[config.mk]
export PLATFORM = sky130hd
export DESIGN_NAME = issue_ctrl
export DESIGN_NICKNAME = d
export VERILOG_FILES = /design/src/rtl/core_pkg.sv /design/src/rtl/issue_scoreboard.sv /design/src/rtl/issue_ctrl.sv
export SDC_FILE = /design/constraint.sdc
export NUM_CORES = 1
export LEC_CHECK = 0
export ABC_AREA = 1
export CORE_ASPECT_RATIO = 1.2
export CORE_MARGIN = 4
export CORE_UTILIZATION = 55
export DETAILED_ROUTE_END_ITERATION = 10
export GPL_ROUTABILITY_DRIVEN = 0
export HOLD_SLACK_MARGIN = 0.06
export PLACE_DENSITY = 0.82
export SYNTH_ARGS = -nofsm -noshare
export SYNTH_HDL_FRONTEND = slang
export SYNTH_SLANG_ARGS = --single-unit
[constraint.sdc]
create_clock -name clk_i -period 2.8 [get_ports clk_i]
set_input_delay 0.42 -clock clk_i [delete_from_list [all_inputs] [get_ports clk_i]]
set_output_delay 0.42 -clock clk_i [all_outputs]
set_load 0.005 [all_outputs]
[src/rtl/core_pkg.sv]
// Shared core types: writeback sources, CSR ops, issue FSM states and
// decode-side helpers used by the issue controller.
package core_pkg;

  localparam int unsigned RegAddrW = 5;
  localparam int unsigned NumRegs  = 32;

  typedef enum logic [1:0] {WbNone, WbAlu, WbLoad, WbCsr} reg_wb_src_e;

  typedef enum logic [1:0] {OpCSRNone, OpCSRRW, OpCSRRS, OpCSRRC} csr_op_e;

  typedef enum logic [1:0] {IssRun, IssDrain, IssFlush, IssRelease} issue_state_e;

  // An instruction occupies a scoreboard slot only if it really writes a register.
  function automatic logic is_tracked(input reg_wb_src_e src, input logic [RegAddrW-1:0] rd);
    return (src != WbNone) && (rd != '0);
  endfunction

  function automatic logic is_serial(input csr_op_e op, input logic expt, input logic fencei);
    return (op != OpCSRNone) || expt || fencei;
  endfunction

endpackage

[src/rtl/issue_scoreboard.sv]
// Per-register busy scoreboard with in-flight writeback counter.
// Hazards are derived from the registered busy vector only.
module issue_scoreboard
  import core_pkg::*;
#(
  parameter int unsigned MaxOutstanding = 4
) (
  input  logic                                   clk_i,
  input  logic                                   rst_i,
  input  logic                                   set_i,
  input  logic [RegAddrW-1:0]                    set_addr_i,
  input  logic                                   clr_i,
  input  logic [RegAddrW-1:0]                    clr_addr_i,
  input  logic [RegAddrW-1:0]                    rs1_addr_i,
  input  logic [RegAddrW-1:0]                    rs2_addr_i,
  input  logic [RegAddrW-1:0]                    rd_addr_i,
  input  logic                                   rd_track_i,
  output logic                                   hazard_o,
  output logic [$clog2(MaxOutstanding+1)-1:0]    outstanding_o
);

  localparam int unsigned CntW = $clog2(MaxOutstanding + 1);

  logic [NumRegs-1:0] busy_q, busy_d;
  logic [CntW-1:0]    cnt_q, cnt_d;
  logic               set_eff, clr_hit;

  assign set_eff = set_i && (set_addr_i != '0);
  assign clr_hit = clr_i && busy_q[clr_addr_i];

  // Same-register set and clear cannot coincide: the WAW check holds off the set.
  always_comb begin
    busy_d = busy_q;
    cnt_d  = cnt_q;
    if (clr_hit) busy_d[clr_addr_i] = 1'b0;
    if (set_eff) busy_d[set_addr_i] = 1'b1;
    busy_d[0] = 1'b0;
    case ({set_eff, clr_hit})
      2'b10:   cnt_d = cnt_q + CntW'(1);
      2'b01:   cnt_d = cnt_q - CntW'(1);
      default: cnt_d = cnt_q;
    endcase
  end

  always_ff @(posedge clk_i or posedge rst_i) begin
    if (rst_i) begin
      busy_q <= '0;
      cnt_q  <= '0;
    end else begin
      busy_q <= busy_d;
      cnt_q  <= cnt_d;
    end
  end

  assign hazard_o      = busy_q[rs1_addr_i] | busy_q[rs2_addr_i] | (rd_track_i & busy_q[rd_addr_i]);
  assign outstanding_o = cnt_q;

endmodule

[src/rtl/issue_ctrl.sv]
// Issue controller: holds decoded instructions until hazard-free, enforces the
// writeback cap and serialization, and sequences FENCE.I drain/invalidate.
module issue_ctrl
  import core_pkg::*;
#(
  parameter int unsigned MaxOutstanding = 4
) (
  input  logic                                clk_i,
  input  logic                                rst_i,
  input  logic                                dec_valid_i,
  output logic                                dec_ready_o,
  input  logic [RegAddrW-1:0]                 dec_rs1_addr_i,
  input  logic [RegAddrW-1:0]                 dec_rs2_addr_i,
  input  logic [RegAddrW-1:0]                 dec_rd_addr_i,
  input  reg_wb_src_e                         dec_wb_src_i,
  input  csr_op_e                             dec_csr_op_i,
  input  logic                                dec_expt_valid_i,
  input  logic                                dec_is_fencei_i,
  output logic                                iss_valid_o,
  input  logic                                iss_ready_i,
  output logic                                iss_track_o,
  input  logic                                wb_valid_i,
  input  logic [RegAddrW-1:0]                 wb_rd_addr_i,
  input  logic                                flush_i,
  output logic                                fencei_req_o,
  input  logic                                fencei_ack_i,
  output logic [$clog2(MaxOutstanding+1)-1:0] outstanding_o
);

  localparam int unsigned CntW = $clog2(MaxOutstanding + 1);

  issue_state_e    state_q, state_d;
  logic            abort_q, abort_d;
  logic            req_q, req_d;
  logic            tracked, serial, hazard, state_ok, can_issue, xfer;
  logic [CntW-1:0] cnt;

  assign tracked = is_tracked(dec_wb_src_i, dec_rd_addr_i);
  assign serial  = is_serial(dec_csr_op_i, dec_expt_valid_i, dec_is_fencei_i);

  issue_scoreboard #(.MaxOutstanding(MaxOutstanding)) u_sb (
    .clk_i         (clk_i),
    .rst_i         (rst_i),
    .set_i         (xfer && tracked),
    .set_addr_i    (dec_rd_addr_i),
    .clr_i         (wb_valid_i),
    .clr_addr_i    (wb_rd_addr_i),
    .rs1_addr_i    (dec_rs1_addr_i),
    .rs2_addr_i    (dec_rs2_addr_i),
    .rd_addr_i     (dec_rd_addr_i),
    .rd_track_i    (tracked),
    .hazard_o      (hazard),
    .outstanding_o (cnt)
  );

  // FENCE.I only ever issues from Release; everything else only from Run.
  assign state_ok  = dec_is_fencei_i ? (state_q == IssRelease) : (state_q == IssRun);
  assign can_issue = !rst_i && dec_valid_i && !flush_i && !hazard && state_ok &&
                     (!tracked || (cnt < CntW'(MaxOutstanding))) &&
                     (!serial  || (cnt == '0));
  assign xfer      = can_issue && iss_ready_i;

  assign iss_valid_o   = can_issue;
  assign dec_ready_o   = xfer;
  assign iss_track_o   = can_issue && tracked;
  assign outstanding_o = cnt;
  assign fencei_req_o  = req_q;

  always_ff @(posedge clk_i or posedge rst_i) begin
    if (rst_i) begin
      state_q <= IssRun;
      abort_q <= 1'b0;
      req_q   <= 1'b0;
    end else begin
      state_q <= state_d;
      abort_q <= abort_d;
      req_q   <= req_d;
    end
  end

  // A flush seen while the invalidate is outstanding is remembered until the ack.
  always_comb begin
    state_d = state_q;
    abort_d = abort_q;
    case (state_q)
      IssRun: begin
        abort_d = 1'b0;
        if (dec_valid_i && dec_is_fencei_i) state_d = (cnt == '0) ? IssFlush : IssDrain;
      end
      IssDrain: begin
        if (flush_i)          state_d = IssRun;
        else if (cnt == '0)   state_d = IssFlush;
      end
      IssFlush: begin
        if (flush_i) abort_d = 1'b1;
        if (fencei_ack_i) begin
          state_d = (abort_q || flush_i) ? IssRun : IssRelease;
          abort_d = 1'b0;
        end
      end
      IssRelease: begin
        if (flush_i || xfer) state_d = IssRun;
      end
      default: state_d = IssRun;
    endcase
  end

  always_comb begin
    req_d = (state_d == IssFlush);
  end

endmodule

==> results.md <==
- Worst Tran Pin Value: roughly 0.50 ns
- Worst EP arrival: about 2.4 ns
- Worst min path class: input port to asynchronous set/reset pin
- Final antenna-violating net count: 0
- Final setup fails: 0
- Global-route wire length before repair: 18500 um
- Antenna violations before repair: 0
- Top cell type's share of synthesized area: 0.293
- FF-to-FF End: u_sb.outstanding_o[2]$_DFFE_PP0P_
- Synth Net Count: between 500 and 600
- CTS sink count: 38
- Worst-path clk slew: approximately 0.070 ns
- Longest Clk Path Bufs: 2
- Synthesized area per cell: around 6.2 um^2
- Final Max Slew Viols: 0
- Die area: between 0.007 and 0.008 mm^2
- CTS Buf Count: 5
- Number of synthesized flops with an enable pin: 0
- Synth area leaders: dfrtp_1 (29%), nand2_1 (19%), nand3_1 (9.7%)
- Crit-path max FO: 2
- Unrepaired setup endpoints after global routing: yes
- Commonest cells in the netlist: nand2_1 (163), nand3_1 (63), o21ai_0 (58)
- Post-Syn Instances: ~520
- Place WS: -0.354 ns
- Hold_buf cts: 0
- Count of unique library cells instantiated by Yosys: 35
- H-tree Lvls: 2
- CP endpoint kind: output port
- Fin crit share: 0.997
- Count leader, synth: nand2_1
- DRC violations left: 0
- Via count: ~4200
- Wire per inst: between 15 and 20 um
- Core Area: approximately 0.0057 mm^2
- Diodes inserted: 0
- Max-cap violations: 0
- CTS tree: yes
- Critical Path RT: roughly 2.4 ns
- Initial Util: 0.569
- Worst r2r src: u_sb.busy_q[31]$_DFF_PP0_
- Yosys reg bits: 38
- First-pass DRT Iterations: 6
- Slew HR: 0.664
- YS warnings: 0
- Post-synth top flop: dfrtp_1
- Cell leakage power: 2.06 nW
- Worst ir drop on vdd: approximately 0.00031 V
- Cell taking the most area after synthesis: dfrtp_1
- Final hold viol count: 0
- IO Port Bufs: 39
- Peak Freq: roughly 360 MHz
- Power Density: 340 mW/mm^2
- Ports: 40
- Final-stage net count: around 660
- Async set-or-reset flop fraction in the synthesized netlist: 1.00
- Sequential fraction of the synthesis area: 0.293
- Crit path kind: input port to output port
- Final WS setup: between 0.009 and 0.01 ns
- Clk_skew: between 0.006 and 0.007 ns
- FF-to-FF setup slack: approximately 0.31 ns
- Minimum clock period: about 2.8 ns
- Global route overflow: 0
- Setup crit start kind: input port
- Reg2Reg Depth: 16
- Vias per Instance: approximately 6
- DRT iter0 DRCs: 670
- HPWL Detailed: between 8000 and 9000 um
- Die width: about 78 um
- Tot GR Track Use: 0.320
- Largest net degree at the start of global routing: 39
- Vias in the first global route: approximately 4000
- Synthesized area: between 0.003 and 0.004 mm^2
- Post-layout util: 0.783
- CTS Root Cell: clkbuf_8
- Worst skew pair latency: between 0.2 and 0.3 ns
- Area delta synth->final: 37.6%
- Row count: 30
- Layout cells sized above 1: 0.219
- Outcome: finished clean
- Total wire length: ~12000 um
- Die Span Y: just over 90 um
-- state kept, by name (all words and copies together), names as in the netlist --
signal	count
u_sb.busy_q	31
u_sb.outstanding_o	3
state_q	2
abort_q	1
fencei_req_o	1
-- kinds of logic after synthesis --
group,after synthesis,synth area share
and+or+nand+nor,272,0.365
AOI/OAI and AO/OA,123,0.206
buffers and inverters,86,0.121
DFF,38,0.293
xor gates and xnor gates,2,0.00539
adders and majority gates,2,0.0100
-- layout by cell type (no fill, tap or decap), drive strengths merged, types with 9 or more instances in the layout --
master,instances
inv,63
dfrtp,38
dlymetal6s2s,9
nand2,164
clkdlybuf4s50,21
nor3,19
o22ai,13
o211ai,10
buf,70
nand3,63
o21ai,88
clkbuf,9
nor2,16
-- timing repair --
action                     CTS  global route
setup endpoints to repair    4             4
buffers inserted             1             5
gates resized for setup     26            46
pin swaps                    4             7
gates cloned                 2             1
-- area by class of cell --
cell class | instances | area, um^2
Timing Repair inverter | 2 | 15.0
Clock inverter | 3 | 40.0
Sequential cell | 38 | 952
Tap cell | 80 | 100
Multi-Input combinational cell | 399 | 2050
Clock buffer | 5 | 68.8
Inverter | 64 | 249
Timing Repair Buffer | 110 | 996
Fill cell | 423 | 1240
-- critical path, cell delays in order --
cell	delay, ns
clkdlybuf4s50_1	0.50
nand2_1	0.08
nor3_1	0.17
o21a_1	0.18
nand2_1	0.07
nor2_2	0.15
and3_4	0.21
buf_4	0.10
clkdlybuf4s50_1	0.49
-- report_power, final --
group	internal [W]	switching, W
combinational	0.000199	0.000245
sequential	0.000577	0.0000324
clock	0.000262	0.000205
-- through the flow --
| step | cells | cell area [um^2] | hold slack (ns) | power, W | TNS (ns) |
|---|---|---|---|---|---|
| final | 701 | 4470 | 0.457 | 0.00152 | 0 |
| after global routing | 701 | 4470 | 0.511 | 0.00158 | -0.0516 |
| after CTS | 695 | 4310 | 0.484 | 0.00148 | 0 |
| after detailed placement | 684 | 4110 | 0.508 | 0.00101 | -1.27 |
| after global placement | 684 | 4110 | 0.501 | 0.000994 | -1.14 |
| after floorplan | 523 | 3250 | 0.390 | 0.000812 | 0 |
-- how the worst max path moves through the flow --
| stage | endpoint | slack (ns) | start | cells after the start |
|---|---|---|---|---|
| after CTS | iss_valid_o | 0.006 | dec_is_fencei_i | 8 |
| after detailed placement | u_sb.outstanding_o[2]$_DFFE_PP0P_ | -0.35 | dec_rd_addr_i[0] | 20 |
| after global routing | iss_valid_o | -0.04 | dec_valid_i | 9 |
| after global placement | u_sb.outstanding_o[2]$_DFFE_PP0P_ | -0.27 | dec_rd_addr_i[0] | 20 |
| after floorplan | u_sb.outstanding_o[2]$_DFFE_PP0P_ | 0.02 | rst_i | 16 |
| final | iss_valid_o | 0.01 | dec_valid_i | 9 |
-- per-layer routing --
metal / vias to the layer above / track usage / wire length, um
met4: 0 / 0.166 / 631
met1: 1899 / 0.396 / 4300
met2: 322 / 0.530 / 5550
met5: - / 0 / 0
met3: 66 / 0.0530 / 1330
li1: 1933 / - / -
Note: power is estimated with default switching activity, not from simulation.
